==> config.mk <==
export PLATFORM = sky130hd
export DESIGN_NAME = countdown_mode_ctrl
export DESIGN_NICKNAME = d
export VERILOG_FILES = /design/src/rtl/countdown_pkg.sv /design/src/rtl/key_debounce.sv /design/src/rtl/countdown_mode_ctrl.sv
export SDC_FILE = /design/constraint.sdc
export NUM_CORES = 1
export LEC_CHECK = 0
export CAP_MARGIN = 10
export CORE_ASPECT_RATIO = 1.25
export CORE_MARGIN = 2
export CORE_UTILIZATION = 56
export DETAILED_ROUTE_END_ITERATION = 7
export PLACE_DENSITY = 0.87
export SLEW_MARGIN = 0
export SYNTH_ARGS = -nofsm -noshare
export SYNTH_HDL_FRONTEND = slang
export SYNTH_SLANG_ARGS = --single-unit
==> constraint.sdc <==
create_clock -name clkin -period 5.4 [get_ports clkin]
set_input_delay 1.08 -clock clkin [delete_from_list [all_inputs] [get_ports clkin]]
set_output_delay 1.08 -clock clkin [all_outputs]
set_load 0.01 [all_outputs]
==> src/rtl/countdown_pkg.sv <==
// Shared definitions for the countdown timer mode/command sequencer:
// mode encoding, key indices in arbitration priority order, default timing
// constants and the release-event arbiter.
package countdown_pkg;

    // Default timing for a 50 MHz clkin: 20 ms debounce, 1 s countdown tick
    localparam int DEB_CYCLES_DEFAULT  = 1000000;
    localparam int TICK_CYCLES_DEFAULT = 50000000;

    // Operating modes, encoded as seen on the mode output
    typedef enum logic [1:0] {
        MODE_IDLE  = 2'd0,
        MODE_SET   = 2'd1,
        MODE_RUN   = 2'd2,
        MODE_ALARM = 2'd3
    } mode_t;

    // Key indices; a lower index wins when several keys release together
    localparam int NUM_KEYS = 5;
    localparam int KEY_E    = 0;
    localparam int KEY_U    = 1;
    localparam int KEY_D    = 2;
    localparam int KEY_R    = 3;
    localparam int KEY_L    = 4;

    // Command produced by the arbiter for the mode FSM
    typedef enum logic [2:0] {
        CMD_NONE,
        CMD_ENTER,
        CMD_UP,
        CMD_DOWN,
        CMD_RIGHT,
        CMD_LEFT
    } cmd_t;

    // Pick the single highest-priority release event; the rest are dropped
    function automatic cmd_t arbitrate(input logic [NUM_KEYS-1:0] rel);
        cmd_t c;
        c = CMD_NONE;
        if (rel[KEY_E])
            c = CMD_ENTER;
        else if (rel[KEY_U])
            c = CMD_UP;
        else if (rel[KEY_D])
            c = CMD_DOWN;
        else if (rel[KEY_R])
            c = CMD_RIGHT;
        else if (rel[KEY_L])
            c = CMD_LEFT;
        return c;
    endfunction

endpackage

==> src/rtl/key_debounce.sv <==
// One active-low key: 2-FF synchronizer, stable-level debouncer and
// release (stable 0->1) edge detector. level is the debounced key state
// (1 = released); rel_p is high for the one cycle after level rises.
module key_debounce
    import countdown_pkg::*;
#(
    parameter int DEB_CYCLES = DEB_CYCLES_DEFAULT
) (
    input  logic clkin,
    input  logic rst,
    input  logic key_n,
    output logic level,
    output logic rel_p
);

    localparam int CW = (DEB_CYCLES > 1) ? $clog2(DEB_CYCLES) : 1;
    localparam logic [CW-1:0] CNT_LAST = CW'(DEB_CYCLES - 1);

    logic [1:0]    sync_q;
    logic [CW-1:0] cnt;
    logic          level_d;

    // Bring the asynchronous key pin into the clkin domain; resets to released
    always_ff @(posedge clkin or posedge rst) begin
        if (rst)
            sync_q <= 2'b11;
        else
            sync_q <= {sync_q[0], key_n};
    end

    // Accept a new level only after it has disagreed with the stable one for DEB_CYCLES cycles
    always_ff @(posedge clkin or posedge rst) begin
        if (rst) begin
            cnt   <= '0;
            level <= 1'b1;
        end else if (sync_q[1] == level) begin
            cnt <= '0;
        end else if (cnt == CNT_LAST) begin
            level <= ~level;
            cnt   <= '0;
        end else begin
            cnt <= cnt + 1'b1;
        end
    end

    // Remember last cycle's stable level so a rising edge can be seen
    always_ff @(posedge clkin or posedge rst) begin
        if (rst)
            level_d <= 1'b1;
        else
            level_d <= level;
    end

    assign rel_p = level & ~level_d;

endmodule

==> src/rtl/countdown_mode_ctrl.sv <==
// Mode and command sequencer for the 6-digit countdown timer. Debounces the
// five keys, arbitrates their release events, runs the IDLE/SET/RUN/ALARM
// mode FSM and emits single-cycle edit/tick commands to the digit register.
// Optional build macro COUNTDOWN_AUTOREPEAT_EN adds auto-repeat of the up
// and down keys while they are held in SET mode.
module countdown_mode_ctrl
    import countdown_pkg::*;
#(
    parameter int DEB_CYCLES  = DEB_CYCLES_DEFAULT,
    parameter int TICK_CYCLES = TICK_CYCLES_DEFAULT,
    parameter int NUM_DIGITS  = 6
) (
    input  logic       clkin,
    input  logic       rst,
    input  logic       ke,
    input  logic       ku,
    input  logic       kd,
    input  logic       kl,
    input  logic       kr,
    input  logic       done,
    output logic [1:0] mode,
    output logic [2:0] cursor,
    output logic       inc_p,
    output logic       dec_p,
    output logic       tick_p,
    output logic       clr,
    output logic       msg,
    output logic       alarm
);

    localparam int PW = (TICK_CYCLES > 1) ? $clog2(TICK_CYCLES) : 1;
    localparam logic [PW-1:0] PRESC_LAST = PW'(TICK_CYCLES - 1);
    localparam logic [2:0]    CURSOR_MAX = 3'(NUM_DIGITS);

    mode_t                state;
    logic [PW-1:0]        presc;
    logic [NUM_KEYS-1:0]  key_n;
    logic [NUM_KEYS-1:0]  key_level;
    logic [NUM_KEYS-1:0]  key_rel;
    logic [NUM_KEYS-1:0]  rel_eff;
    logic                 rpt_up;
    logic                 rpt_dn;
    cmd_t                 cmd;

    assign key_n[KEY_E] = ke;
    assign key_n[KEY_U] = ku;
    assign key_n[KEY_D] = kd;
    assign key_n[KEY_R] = kr;
    assign key_n[KEY_L] = kl;

    for (genvar g = 0; g < NUM_KEYS; g++) begin : g_key
        key_debounce #(
            .DEB_CYCLES(DEB_CYCLES)
        ) u_deb (
            .clkin (clkin),
            .rst   (rst),
            .key_n (key_n[g]),
            .level (key_level[g]),
            .rel_p (key_rel[g])
        );
    end

`ifdef COUNTDOWN_AUTOREPEAT_EN
    localparam int RPT_FIRST  = 8 * DEB_CYCLES;
    localparam int RPT_PERIOD = 2 * DEB_CYCLES;
    localparam int RW         = $clog2(RPT_FIRST);
    localparam logic [RW-1:0] RPT_LAST   = RW'(RPT_FIRST - 1);
    localparam logic [RW-1:0] RPT_RELOAD = RW'(RPT_FIRST - RPT_PERIOD);

    logic [RW-1:0] rpt_cnt [2];
    logic [1:0]    rpt_fire;
    logic [1:0]    rpt_fired;
    logic          unused_levels;

    // A repeat fires when up/down has been held low in SET long enough
    always_comb begin
        rpt_fire = '0;
        for (int i = 0; i < 2; i++)
            rpt_fire[i] = (state == MODE_SET) && !key_level[KEY_U + i] && (rpt_cnt[i] == RPT_LAST);
    end

    // Hold-time counters for up/down; after the first repeat they reload to give the shorter repeat period
    always_ff @(posedge clkin or posedge rst) begin
        if (rst) begin
            for (int i = 0; i < 2; i++) begin
                rpt_cnt[i]   <= '0;
                rpt_fired[i] <= 1'b0;
            end
        end else begin
            for (int i = 0; i < 2; i++) begin
                if (state != MODE_SET || key_level[KEY_U + i])
                    rpt_cnt[i] <= '0;
                else if (rpt_fire[i])
                    rpt_cnt[i] <= RPT_RELOAD;
                else
                    rpt_cnt[i] <= rpt_cnt[i] + 1'b1;

                if (key_level[KEY_U + i])
                    rpt_fired[i] <= 1'b0;
                else if (rpt_fire[i])
                    rpt_fired[i] <= 1'b1;
            end
        end
    end

    // A key that has already auto-repeated does not also act on its release
    always_comb begin
        rel_eff        = key_rel;
        rel_eff[KEY_U] = key_rel[KEY_U] & ~rpt_fired[0];
        rel_eff[KEY_D] = key_rel[KEY_D] & ~rpt_fired[1];
    end

    assign rpt_up        = rpt_fire[0];
    assign rpt_dn        = rpt_fire[1];
    assign unused_levels = ^{key_level[KEY_E], key_level[KEY_R], key_level[KEY_L]};
`else
    logic unused_levels;

    // Only release events drive commands in this build
    always_comb begin
        rel_eff = key_rel;
    end

    assign rpt_up        = 1'b0;
    assign rpt_dn        = 1'b0;
    assign unused_levels = ^key_level;
`endif

    // Reduce simultaneous release events to the single winning command
    always_comb begin
        cmd = arbitrate(rel_eff);
    end

    // Mode FSM with registered command pulses, level outputs, cursor and tick prescaler
    always_ff @(posedge clkin or posedge rst) begin
        if (rst) begin
            state  <= MODE_IDLE;
            cursor <= 3'd1;
            presc  <= '0;
            inc_p  <= 1'b0;
            dec_p  <= 1'b0;
            tick_p <= 1'b0;
            clr    <= 1'b1;
            msg    <= 1'b0;
            alarm  <= 1'b1;
        end else begin
            inc_p  <= 1'b0;
            dec_p  <= 1'b0;
            tick_p <= 1'b0;
            case (state)
                MODE_IDLE: begin
                    if (cmd == CMD_ENTER) begin
                        state  <= MODE_SET;
                        cursor <= 3'd1;
                        clr    <= 1'b0;
                    end
                end
                MODE_SET: begin
                    case (cmd)
                        CMD_ENTER: begin
                            state <= MODE_RUN;
                            presc <= '0;
                        end
                        CMD_UP:    inc_p <= 1'b1;
                        CMD_DOWN:  dec_p <= 1'b1;
                        CMD_RIGHT: cursor <= (cursor == CURSOR_MAX) ? 3'd1 : cursor + 3'd1;
                        CMD_LEFT:  cursor <= (cursor == 3'd1) ? CURSOR_MAX : cursor - 3'd1;
                        default: begin
                            if (rpt_up)
                                inc_p <= 1'b1;
                            else if (rpt_dn)
                                dec_p <= 1'b1;
                        end
                    endcase
                end
                MODE_RUN: begin
                    if (cmd == CMD_ENTER || done) begin
                        state <= MODE_ALARM;
                        msg   <= 1'b1;
                        alarm <= 1'b0;
                    end else if (presc == PRESC_LAST) begin
                        tick_p <= 1'b1;
                        presc  <= '0;
                    end else begin
                        presc <= presc + 1'b1;
                    end
                end
                MODE_ALARM: begin
                    if (cmd == CMD_ENTER) begin
                        state <= MODE_IDLE;
                        clr   <= 1'b1;
                        msg   <= 1'b0;
                        alarm <= 1'b1;
                    end
                end
                default: state <= MODE_IDLE;
            endcase
        end
    end

    assign mode = state;

endmodule

Yosys cells after proc, flatten, opt, wreduce, memory -nomap -nowiden
Cells that the tools add are included.

storage, ports and cells
  output and inout port bits = 11
  word-level logic and storage cells = 143
  bits of input ports = 8
  register bits after elaboration = 157

cells by class
  add/subtract/negate cells = 8
  bitwise gates (word level) = 20
  reductions and logical operators = 16
  muxes and demuxes = 43
  eq/ne operators = 27

operators by type and width
  kind                     number
  $mux W20                 10
  $add A20 B1 Y20 const B  5
  $eq A20 B20 Y1 const B   5
  $mux W26                 3
  $pmux W26 S2             1
  $add A26 B1 Y26 const B  1
  $eq A26 B26 Y1 const B   1
  $mux W3                  8
  $not A1 Y1               15
  $pmux W3 S2              2
  $reduce_and A3 Y1        4
  $mux W1                  11
  $ne A2 B2 Y1 const B     5
  $reduce_and A2 Y1        5
  $eq A3 B3 Y1 const B     3
  $mux W2                  4
  $pmux W2 S4              1
  $reduce_bool A2 Y1       4
  $eq A3 B1 Y1 const B     2
  $eq A3 B2 Y1 const B     2
  $pmux W1 S2              3
  $and A1 B1 Y1            5
  $eq A1 B1 Y1             5
  $eq A2 B2 Y1 const B     2
  other kinds (7)          7

Logic depth before layout (Yosys ltp)
  depth in word-level cells = 11
  gate-level depth with buffers = 8
  mapped depth without buffers = 7

Hierarchy
From an unflattened synthesis, not the netlist that was laid out.

unflattened totals
  cells, all modules = 792
  area, all modules = 8,069.0 um^2

by module, submodules not included
  module                              seq. area each (um^2)  instances  cells each  area each (um^2)
  key_debounce at g_key[1].u_deb ...  605.6                  3          110         1,186.1
  countdown_mode_ctrl                 929.6                  1          241         2,172.1
  key_debounce at g_key[4].u_deb      605.6                  1          110         1,187.4
  key_debounce at g_key[0].u_deb      605.6                  1          111         1,151.1

Worst setup path after synthesis
No wires, ideal clock.

  kind = input to register
  start = input done
  end = register presc[18]
  arrival time = 2,376 ps
  data required time = 5,331 ps
  cell stages on the path = 6
  setup slack = 2,955 ps
  buffers on the path = 1
  setup time = 69 ps
  path through = nand2b_1 > or3_4 > and2_4 > buf_6 > or4b_1 > nand3_1

between the ends
  longest elaborated chain between the ends = 3

ends and longest elaborated chain
  element                             line                        RTL
  start, declared                     countdown_mode_ctrl.sv:20   input logic done,
  $logic_or A1 B1 Y1                  countdown_mode_ctrl.sv:177  if (cmd == CMD_ENTER || done) begin
  $ne A2 B2 Y1 (no source line)       n/a
  $reduce_and A3 Y1 (no source line)  n/a
  end signal, assigned                countdown_mode_ctrl.sv:185  presc <= presc + 1'b1;
  end, declared                       countdown_mode_ctrl.sv:36   logic [PW-1:0] presc;

Every way passes these cells.
A chain may end at the register's enable or synchronous reset.

Worst setup path in the final report
  start = input done
  end = register presc[17]

Same word-level chain as after synthesis.

==> results.sh <==
export IMPL_timing_hold_ws_ns=0.358
export IMPL_worstSetupStartpointType="primary input"
export IMPL_path_buf_inv=1
export IMPL_startpoint="done"
export IMPL_outcome="finished clean"
export IMPL_final_area_um2=8630
export IMPL_max_vdd_ir_drop_mv=0.215
export IMPL_post_cts_setup_buffer_count=0
export IMPL_finalClockSkew_ns=0.00467
export IMPL_n_antenna_cell=0
export IMPL_worst_slack_ns=2.46
export IMPL_wire_length_of_the_first_global_routing_pass_um=25800
export IMPL_synth_top_area_share=0.434
export IMPL_placement_io_buffers=18
export IMPL_cts_hold_buf=0
export IMPL_initial_core_util=0.567
export IMPL_synth_ff_type="sky130_fd_sc_hd__dfrtp_1"
export IMPL_holdCritPathClass="reg2reg"
export IMPL_cp_max_fo=22
export IMPL_dp_hpwl_um=9330
export IMPL_crit_family="compound AO/OA/AOI/OAI gates"
export IMPL_clock_tree_from_tritoncts="done"
export IMPL_avgViaCountPerCell=5.72
export IMPL_slew_limit_fails=0
export IMPL_synth_seq_area_share=0.512
export IMPL_syn_area_per_cell_um2=9.93
export IMPL_yosys_warnings=0
export IMPL_clock_sink_count=157
export IMPL_crit_path_cell_trace="clkdlybuf4s50_1, nand2b_1, or3_4, a21oi_2, a41oi_1, a31oi_1"
export IMPL_hold_start="g_key[2].u_deb.sync_q[0]"
export IMPL_synthesis_instances=778
export IMPL_routabilityCongestion=0.833
export IMPL_wirelength_um=14800
export IMPL_core_region_area_um2=13600
export IMPL_post_route_cells_drive_above_1_share=0.104
export IMPL_chipHeight_um=135
export IMPL_antenna_found_initial=0
export IMPL_clock_tree_buffer_depth=2
export IMPL_wire_per_inst_um=15.1
export IMPL_synth_top_area_cells="sky130_fd_sc_hd__dfrtp_1 (43%), sky130_fd_sc_hd__dfstp_2 (7.8%), sky130_fd_sc_hd__nor2_1 (6.1%), sky130_fd_sc_hd__xor2_1 (5.7%), sky130_fd_sc_hd__xnor2_1 (5.1%)"
export IMPL_place_ws_ns=2.09
export IMPL_cts_resized=0
export IMPL_end_kind="register"
export IMPL_area_after_dpl_um2=8020
export IMPL_final_util=0.633
export IMPL_drv_max_cap_violation_count=0
export IMPL_io_pins=19
export IMPL_num_nets_final=818
export IMPL_dr_total_vias=5630
export IMPL_edff_count_synth=0
export IMPL_synth_most_common_cell="sky130_fd_sc_hd__dfrtp_1"
export IMPL_cp_data_required_time_ns=5.74
export IMPL_drt_iter0_markers=321
export IMPL_htreeDepth=4
export IMPL_syn_std_cell_area_um2=7730
export IMPL_clk_latency_ns=0.43
export IMPL_detail_route_first_pass_iterations=5
export IMPL_ant_nets=0
export IMPL_fill_cells=1068
export IMPL_groute_usage_overall=0.222
export IMPL_drc_violation_count_after_routing=0
export IMPL_synth_top_cells_by_count="sky130_fd_sc_hd__dfrtp_1 (134), sky130_fd_sc_hd__nor2_1 (126), sky130_fd_sc_hd__nand2_1 (68)"
export IMPL_ys_seq_elements=157
export IMPL_setup_violations=0
export IMPL_postSynth_asyncResetShare=1.00
export IMPL_maxClockFrequency_mhz=340
export IMPL_power_per_cell_area_nw_per_um2=288
export IMPL_die_x_um=109
export IMPL_clock_root_buffer="sky130_fd_sc_hd__clkbuf_16"
export IMPL_layout_worst_path_cycle_share=0.544
export IMPL_largest_stage_delay_worst_path_ns=0.75
export IMPL_crit_cells=6
export IMPL_clk_pin_slew_ns=0.06
export IMPL_rr_worst_depth=7
export IMPL_tightestPinTransition_ns=1.03
export IMPL_synth_area_leader_cell="sky130_fd_sc_hd__dfrtp_1"
export IMPL_yosys_cell_types_count=57
export IMPL_first_global_vias=5583
export IMPL_grt_max_degree=95
export IMPL_cp_slowest_cell="sky130_fd_sc_hd__a21oi_2"
export IMPL_worstSetupPathType="in2reg"
export IMPL_hold_viol_final=0
export IMPL_grt_overflow_total=0
export IMPL_design_die_area_um2=14800
export IMPL_grt_setup_unrepaired="no"
export IMPL_total_leakage_power_uw=0.00356
export IMPL_timing_max_slew_rel_slack=0.313
export IMPL_worst_r2r_start="mode[0]"
export IMPL_numCtsBuffers=17
export IMPL_hold_path_stages=0
export IMPL_placement_rows=48
export IMPL_fin_setup_tns_ns=0
export IMPL_critical_path_arrival_ns=3.28
export IMPL_area_growth_synth_to_final_pct=11.7
export IMPL_post_route_min_period_ns=2.94
export IMPL_syn_num_nets=800
[worst reg2reg max path: stages, from the launching register on]
cell and delay [ns]:
sky130_fd_sc_hd__dfrtp_1 0.41, sky130_fd_sc_hd__inv_1 0.11, sky130_fd_sc_hd__ha_1 0.24, sky130_fd_sc_hd__nand2b_1 0.13
sky130_fd_sc_hd__or3_4 0.36, sky130_fd_sc_hd__a21oi_2 0.76, sky130_fd_sc_hd__a41oi_1 0.25, sky130_fd_sc_hd__a31oi_1 0.21
[cell usage in the layout (no fill, tap or decap), types with 5 or more instances in the layout]
cell and n:
sky130_fd_sc_hd__or2_2 7, sky130_fd_sc_hd__nor3b_1 5, sky130_fd_sc_hd__a21oi_1 17, sky130_fd_sc_hd__dfstp_2 23, sky130_fd_sc_hd__clkinvlp_4 5, sky130_fd_sc_hd__nor3_1 17
sky130_fd_sc_hd__clkbuf_16 17, sky130_fd_sc_hd__nand4_1 24, sky130_fd_sc_hd__ha_1 14, sky130_fd_sc_hd__a31oi_1 22, sky130_fd_sc_hd__and3_1 16, sky130_fd_sc_hd__nand2b_1 11
sky130_fd_sc_hd__nor4_1 16, sky130_fd_sc_hd__nor2_1 126, sky130_fd_sc_hd__nand2_1 68, sky130_fd_sc_hd__a41oi_1 5, sky130_fd_sc_hd__xnor2_1 45, sky130_fd_sc_hd__mux2_2 7
sky130_fd_sc_hd__and4_1 14, sky130_fd_sc_hd__inv_1 18, sky130_fd_sc_hd__nand3_1 51, sky130_fd_sc_hd__dfrtp_1 134, sky130_fd_sc_hd__o21ai_0 13, sky130_fd_sc_hd__nor4b_1 6
sky130_fd_sc_hd__nand3b_1 5, sky130_fd_sc_hd__xor2_1 50, sky130_fd_sc_hd__clkdlybuf4s50_1 18
[final timing paths]
path | to | slack, ns
hold reg to reg | g_key[2].u_deb.sync_q[1] | 0.36
max in group asynchronous | clr | 3.21
setup / recovery | presc[17] | 2.46
min in group asynchronous | g_key[2].u_deb.cnt[11] | 1.21
setup reg to reg | presc[17] | 2.84
hold / removal | g_key[2].u_deb.sync_q[1] | 0.36
[metal layers]
layer / vias up / GRT usage / share of wire
met5: - / 0 / 0
met4: 0 / 0.0905 / 0.023
met3: 33 / 0.0510 / 0.028
met2: 92 / 0.374 / 0.51
li1: 2729 / - / -
met1: 2776 / 0.274 / 0.44
[flip-flops by register name, summed over array words and instances (netlist names)]
register and cells:
g_key.u_deb.cnt 100, presc 26, g_key.u_deb.sync_q 10, g_key.u_deb.level 5
g_key.u_deb.level_d 5, cursor 3, mode 2, alarm 1
clr 1, dec_p 1, inc_p 1, msg 1
tick_p 1
[power breakdown]
| part | internal (uW) | leakage (uW) | switching, uW |
|---|---|---|---|
| registers | 1190 | 0.00208 | 12.0 |
| logic | 16.9 | 0.00120 | 43.8 |
| clock network | 733 | 0.000285 | 487 |
| total | 1940 | 0.00356 | 542 |
[through the flow]
step	instances	total power [uW]
after floorplan	778	1270
after global placement	952	1280
after detailed placement	952	1290
after CTS	984	2510
after global routing	984	2570
final	984	2490
[logic make-up after synthesis]
group           share of synthesized area
buf+inv                            0.0275
simple gates                        0.262
xor+xnor                            0.108
compound gates                     0.0554
fa+ha+maj                          0.0227
mux                                0.0128
flops                               0.512
[cell type report]
| cell class | count | area, um^2 | area share |
|---|---|---|---|
| sequential | 157 | 3960 | 0.458 |
| clock buffer | 21 | 480 | 0.0557 |
| inverter | 19 | 76.3 | 0.00884 |
| timing repair buffer | 22 | 210 | 0.0243 |
| clock inverter | 11 | 133 | 0.0154 |
| tap | 175 | 219 | 0.0254 |
| multi-input combinational | 579 | 3560 | 0.412 |
Note: power is estimated with default switching activity, not from simulation.
==> RTL edit 1, RTL diff (same settings) <==
The package constant `TICK_CYCLES_DEFAULT` goes from 50000000 to 25000000.
--- a/src/rtl/countdown_pkg.sv
+++ b/src/rtl/countdown_pkg.sv
@@ -7,3 +7,3 @@
     localparam int DEB_CYCLES_DEFAULT  = 1000000;
-    localparam int TICK_CYCLES_DEFAULT = 50000000;
+    localparam int TICK_CYCLES_DEFAULT = 25000000;
 
Formal check against the unedited RTL: no difference found for any inputs over 10 cycles, from zero or initial values and one cycle with rst high; that may be too few to reach the edited logic, so the function may still have changed.
==> RTL edit 1 against the unedited design <==
- area after synthesis down 1.6%
- routed wire length shrank 0.32%
- cell count down 0.91%
- maximum frequency is 1.3% higher
- sequential share of layout area grew 0.18 points
- cell area is 1.0% lower
- global-route usage increased by 0.094 points
- setup slack better by 36 ps
- total power up 0.57%
- sequential cell count fell by 1
- critical path depth did not move
- first-iteration DRC count rose by 26%
- register-to-register slack lost 130 ps
- largest cell class unchanged
- largest power group unchanged
- highest routed layer unchanged
==> RTL edit 1: results (changes against the unedited design) <==
| Metric | Value |
|---|---|
| Yosys cell types | `50 (-12%)` |
| RePlAce Congestion | `0.873 (+4.8%)` |
| Largest regs | `g_key.u_deb.cnt x100, presc x25, g_key.u_deb.sync_q x10` |
| Fill cells | `1030 (-3.6%)` |
| Cts repair resizes | `0 (unchanged)` |
| Peak VDD IR | `0.223 mV (+4.0%)` |
| Post-Syn Nets | `796 (-0.50%)` |
| Htree depth | `4 (unchanged)` |
| Vias | `5602 (-0.50%)` |
| Inst Count DP | `943 (-0.95%)` |
| Vias in the first global route | `5679 (+1.7%)` |
| Final nets | `813 (-0.61%)` |
| Via density | `5.75 (+0.42%)` |
| Sequential area share after synthesis | `51.7% (+0.51 points)` |
| Least-Margin Pin Slew | `855 ps (-175 ps)` |
| Area after DPL | `7930 µm² (-1.1%)` |
| Total wire length | `14800 µm (-0.32%)` |
| Initial antenna violation count | `0 (unchanged)` |
| First-pass GRT wire length | `26000 µm (+0.72%)` |
| Pin count of the biggest net entering global routing | `101 (+6.3%)` |
| RR Startpoint | `g_key[0].u_deb.level` |
| DP HPWL | `9650 µm (+3.5%)` |
| Total GRT Usage | `22.3% (+0.094 points)` |
| Synth Area per Inst | `9.82 µm² (-1.1%)` |
| Layout cells sized above 1 | `9.58% (-0.81 points)` |
| Worst hold start | `g_key[4].u_deb.sync_q[0]` |
| HP Class | `reg -> reg` |
| Worst Path Arrival | `3220 ps (-60 ps)` |
| Leak Pwr | `3.62 nW (+1.5%)` |
| Number of detailed-route iterations in the first pass | `5 (unchanged)` |
| Outcome | `complete, no violations` |
| DR iter-0 viols | `406 (+26%)` |
| Most area-consuming cells after synthesis | `dfrtp_1, dfstp_2, nor2_1` |
| Post-Route Skew | `9.85 ps (+5.18 ps)` |
| CP max FO | `22 (unchanged)` |
| Commonest cells in the netlist | `dfrtp_1, nor2_1, nand2_1` |
RTL edit 1: cell types whose count changed after synthesis, moves of 4 or more:
| cell | before | now |
|---|---|---|
| nand3_1 | 51 | 55 |
| a21oi_1 | 17 | 13 |
| nor3b_1 | 5 | 1 |
| nand2b_1 | 11 | 5 |
| nand3b_1 | 5 | 1 |
| clkbuf_1 | 9 | 13 |
| nand2_1 | 68 | 62 |
| and3_1 | 16 | 26 |
| buf_6 | 4 | 0 |
RTL edit 1: final cells by class:
type                    count  area [µm²]  area share, %
clock buffers              20         457           5.34
clock inverters            12         159           1.86
inverters                  21        83.8          0.981
multi-input cells         574        3500           40.9
flip-flops and latches    156        3930           46.0
well taps                 171         214           2.50
repair buffers             21         203           2.37
RTL edit 1: kinds of logic (layout without fill, tap and decap cells):
logic type / after synthesis / count (layout) / share of synthesized area [%]
AOI/OAI and AO/OA: 76 / 76 / 6.63
muxes: 6 / 6 / 0.889
buffers and inverters: 44 / 74 / 2.30
DFF: 156 / 156 / 51.7
xor gates and xnor gates: 95 / 95 / 10.9
adders and majority gates: 14 / 14 / 2.30
and+or+nand+nor: 383 / 383 / 25.2
RTL edit 1: worst max-delay path, cell delays in order:
cell	delay (ps)
clkdlybuf4s50_1	410
nand2b_1	170
or3_1	450
nand2_1	630
o21ai_0	200
a22o_1	280
RTL edit 1: layer usage:
metal	share of wire, %	vias up	GRT usage [%]
met4	1.8	0	8.83
li1	-	2724	-
met1	43	2737	27.5
met5	0	-	0
met2	52	114	37.9
met3	3.8	27	5.00
RTL edit 1: power by group:
| part | total [W] | switching (W) | internal [W] |
|---|---|---|---|
| Clock | 0.00124 | 0.000486 | 0.000755 |
| Sequential | 0.00120 | 0.0000128 | 0.00119 |
| Combinational | 0.0000602 | 0.0000430 | 0.0000172 |
| Total | 0.00250 | 0.000542 | 0.00196 |
RTL edit 1: path summary, 6_finish.rpt:
kind / endpoint / slack (ps) / cells past startpoint
worst max-delay path: presc[12] / 2500 / 6
worst min-delay path: g_key[4].u_deb.sync_q[1] / 350 / 0
worst max register to register: presc[12] / 2710 / 5
worst min register to register: g_key[4].u_deb.sync_q[1] / 350 / 0
max in group asynchronous: clr / 3220 / 3
min in group asynchronous: g_key[2].u_deb.cnt[18] / 1210 / 2
RTL edit 1: per-stage QoR:
| stage | setup WS, ps | util (%) |
|---|---|---|
| floorplan | 152 | - |
| global placement | 2140 | 59.9 |
| detailed placement | 2100 | 59.9 |
| CTS | 2520 | 64.6 |
| global route | 2310 | 64.6 |
| finish | 2500 | 64.6 |
==> RTL edit 2, RTL diff (same settings) <==
Made on the original files. Put one more register stage on the output `cursor`, without a reset. The value now appears one clock later. The other outputs are not delayed to match. Comments in the files are not updated.
--- a/src/rtl/countdown_mode_ctrl.sv
+++ b/src/rtl/countdown_mode_ctrl.sv
@@ -34,2 +34,4 @@
 
+    logic [2:0] cursor_s0;
+
     mode_t                state;
@@ -137,3 +139,3 @@
             state  <= MODE_IDLE;
-            cursor <= 3'd1;
+            cursor_s0 <= 3'd1;
             presc  <= '0;
@@ -153,3 +155,3 @@
                         state  <= MODE_SET;
-                        cursor <= 3'd1;
+                        cursor_s0 <= 3'd1;
                         clr    <= 1'b0;
@@ -165,4 +167,4 @@
                         CMD_DOWN:  dec_p <= 1'b1;
-                        CMD_RIGHT: cursor <= (cursor == CURSOR_MAX) ? 3'd1 : cursor + 3'd1;
-                        CMD_LEFT:  cursor <= (cursor == 3'd1) ? CURSOR_MAX : cursor - 3'd1;
+                        CMD_RIGHT: cursor_s0 <= (cursor_s0 == CURSOR_MAX) ? 3'd1 : cursor_s0 + 3'd1;
+                        CMD_LEFT:  cursor_s0 <= (cursor_s0 == 3'd1) ? CURSOR_MAX : cursor_s0 - 3'd1;
                         default: begin
@@ -202,2 +204,6 @@
 
+    always_ff @(posedge clkin) begin
+        cursor <= cursor_s0;
+    end
+
 endmodule
Check against the original RTL: same outputs for any inputs over 10 cycles, from zero or initial values and one cycle with rst high; that may be too few to reach the edited logic, so the function may still have changed.
==> RTL edit 2 against the unedited design <==
- critical endpoint is now presc[14]
- cell area down 1.0%
- largest cell class unchanged
- routed wire length down 3.9%
- via count decreased by 0.98%
- first-iteration DRC count increased by 20%
- maximum frequency down 1.1%
- sequential cell count up 3
- synthesized cell count decreased by 1.2%
- total power shrank 0.99%
- utilization grew 0.97 points
- area after synthesis down 1.0%
- sequential share of layout area increased by 1.2 points
- largest power group is now registers
- setup slack got worse by 33 ps
==> RTL edit 2: results (changes against the unedited design) <==
| Metric | Value |
|---|---|
| HP Class | `reg -> reg` |
| Leak Pwr | `3.64 nW (+2.2%)` |
| Worst Path Arrival | `3310 ps (+30 ps)` |
| Vias | `5575 (-0.98%)` |
| Peak VDD IR | `0.180 mV (-16%)` |
| Worst hold start | `g_key[4].u_deb.sync_q[0]` |
| Max clock buf depth | `2 (unchanged)` |
| Layout cells sized above 1 | `8.74% (-1.6 points)` |
| Async set-reset flop share out of synthesis | `98.1% (-1.9 points)` |
| Fill cells | `1062 (-0.56%)` |
| Slowest stage delay, CP | `780 ps (+30 ps)` |
| Met3 usage in global routing | `4.58% (-0.51 points)` |
| Worst Hold End | `g_key[4].u_deb.sync_q[1]` |
| CTS Buf Count | `17 (unchanged)` |
| Vias in the first global route | `5521 (-1.1%)` |
| Most area-consuming cells after synthesis | `dfrtp_1, dfstp_2, xor2_1` |
| GRT met1 Usage | `26.3% (-1.1 points)` |
| Post-CTS setup buffer count | `0 (unchanged)` |
| Met2 Use GR | `35.2% (-2.2 points)` |
| DR iter-0 viols | `384 (+20%)` |
| Worst R2R Path Depth | `7 (unchanged)` |
| CP max FO | `23 (+4.5%)` |
| Total wire length | `14300 µm (-3.9%)` |
| R2R Path End | `presc[14]` |
| Pin count of the biggest net entering global routing | `106 (+12%)` |
| Initial antenna violation count | `0 (unchanged)` |
| Inst Count DP | `940 (-1.3%)` |
| Final nets | `810 (-0.98%)` |
| Flop-to-flop setup slack | `2750 ps (-90 ps)` |
| Final Cell Area | `8550 µm² (-1.0%)` |
| DP HPWL | `9260 µm (-0.72%)` |
| Outcome | `complete, no violations` |
| Yosys cell types | `54 (-5.3%)` |
| Sequential area share after synthesis | `52.5% (+1.3 points)` |
| Post-route insts no fill | `972 (-1.2%)` |
| RR Startpoint | `mode[0]` |
| Post-Route Skew | `8.53 ps (+3.86 ps)` |
| Commonest cells in the netlist | `dfrtp_1, nor2_1, nand2_1` |
| Post-Syn Nets | `791 (-1.1%)` |
| Total GRT Usage | `21.1% (-1.1 points)` |
| Area after DPL | `7970 µm² (-0.64%)` |
| RePlAce Congestion | `0.851 (+2.1%)` |
| Worst-skew pair later-pin latency | `430 ps (about the same)` |
| Synth Area per Inst | `9.95 µm² (+0.14%)` |
| Largest regs | `g_key.u_deb.cnt x100, presc x26, g_key.u_deb.sync_q x10` |
| First-pass GRT wire length | `24800 µm (-3.8%)` |
| CTS Root Cell | `clkbuf_16` |
| WP buf/inv | `1 (unchanged)` |
| Least-Margin Pin Slew | `1040 ps (+13.8 ps)` |
## RTL edit 2: power by group
part | internal (W) | switching [W] | total (W)
Combinational | 0.0000160 | 0.0000431 | 0.0000591
Sequential | 0.00122 | 0.0000126 | 0.00123
Clock | 0.000704 | 0.000470 | 0.00117
Total | 0.00194 | 0.000525 | 0.00246
## RTL edit 2: worst reg2reg max path: stages, from the launching register on
cell	delay [ps]
dfrtp_1	430
inv_1	120
ha_1	270
nand2b_1	140
or3_1	400
a21oi_2	780
a41oi_1	220
a31oi_1	200
## RTL edit 2: logic make-up (layout without fill, tap and decap cells)
| family | after synthesis | count (layout) | synth area share [%] |
|---|---|---|---|
| buffers and inverters | 42 | 74 | 2.31 |
| XOR/XNOR | 95 | 95 | 10.9 |
| adder cells (fa/ha/maj) | 14 | 14 | 2.29 |
| AND/OR/NAND/NOR | 374 | 374 | 24.4 |
| multiplexers | 8 | 8 | 1.16 |
| AO/OA/AOI/OAI | 76 | 76 | 6.48 |
| flip-flops | 160 | 160 | 52.5 |
## RTL edit 2: how the worst max path moves through the flow
stage,to,start
2_1_floorplan,cursor_s0[1],rst
3_3_place_gp,presc[18],done
3_5_place_dp,presc[14],done
4_1_cts,presc[14],done
5_1_grt,presc[14],done
6_report,presc[14],done
## RTL edit 2: metrics by stage
stage,worst slack (ps),hold slack [ps]
CTS,2460,347
detailed placement,2000,347
global route,2290,347
floorplan,123,345
global placement,2090,346
finish,2430,345
## RTL edit 2: per-layer routing
| layer | vias to the layer above | share of wire, % |
|---|---|---|
| li1 | 2707 | - |
| met1 | 2723 | 45 |
| met2 | 115 | 50 |
| met3 | 30 | 3.6 |
| met4 | 0 | 2.2 |
| met5 | - | 0 |
## RTL edit 2: cell type report
cell class,count,area share (%)
Clock buffer,23,5.48
Sequential cell,160,47.0
Inverter,22,1.02
Clock inverter,9,1.27
Tap cell,171,2.50
Multi-Input combinational cell,567,40.4
Timing Repair Buffer,20,2.28
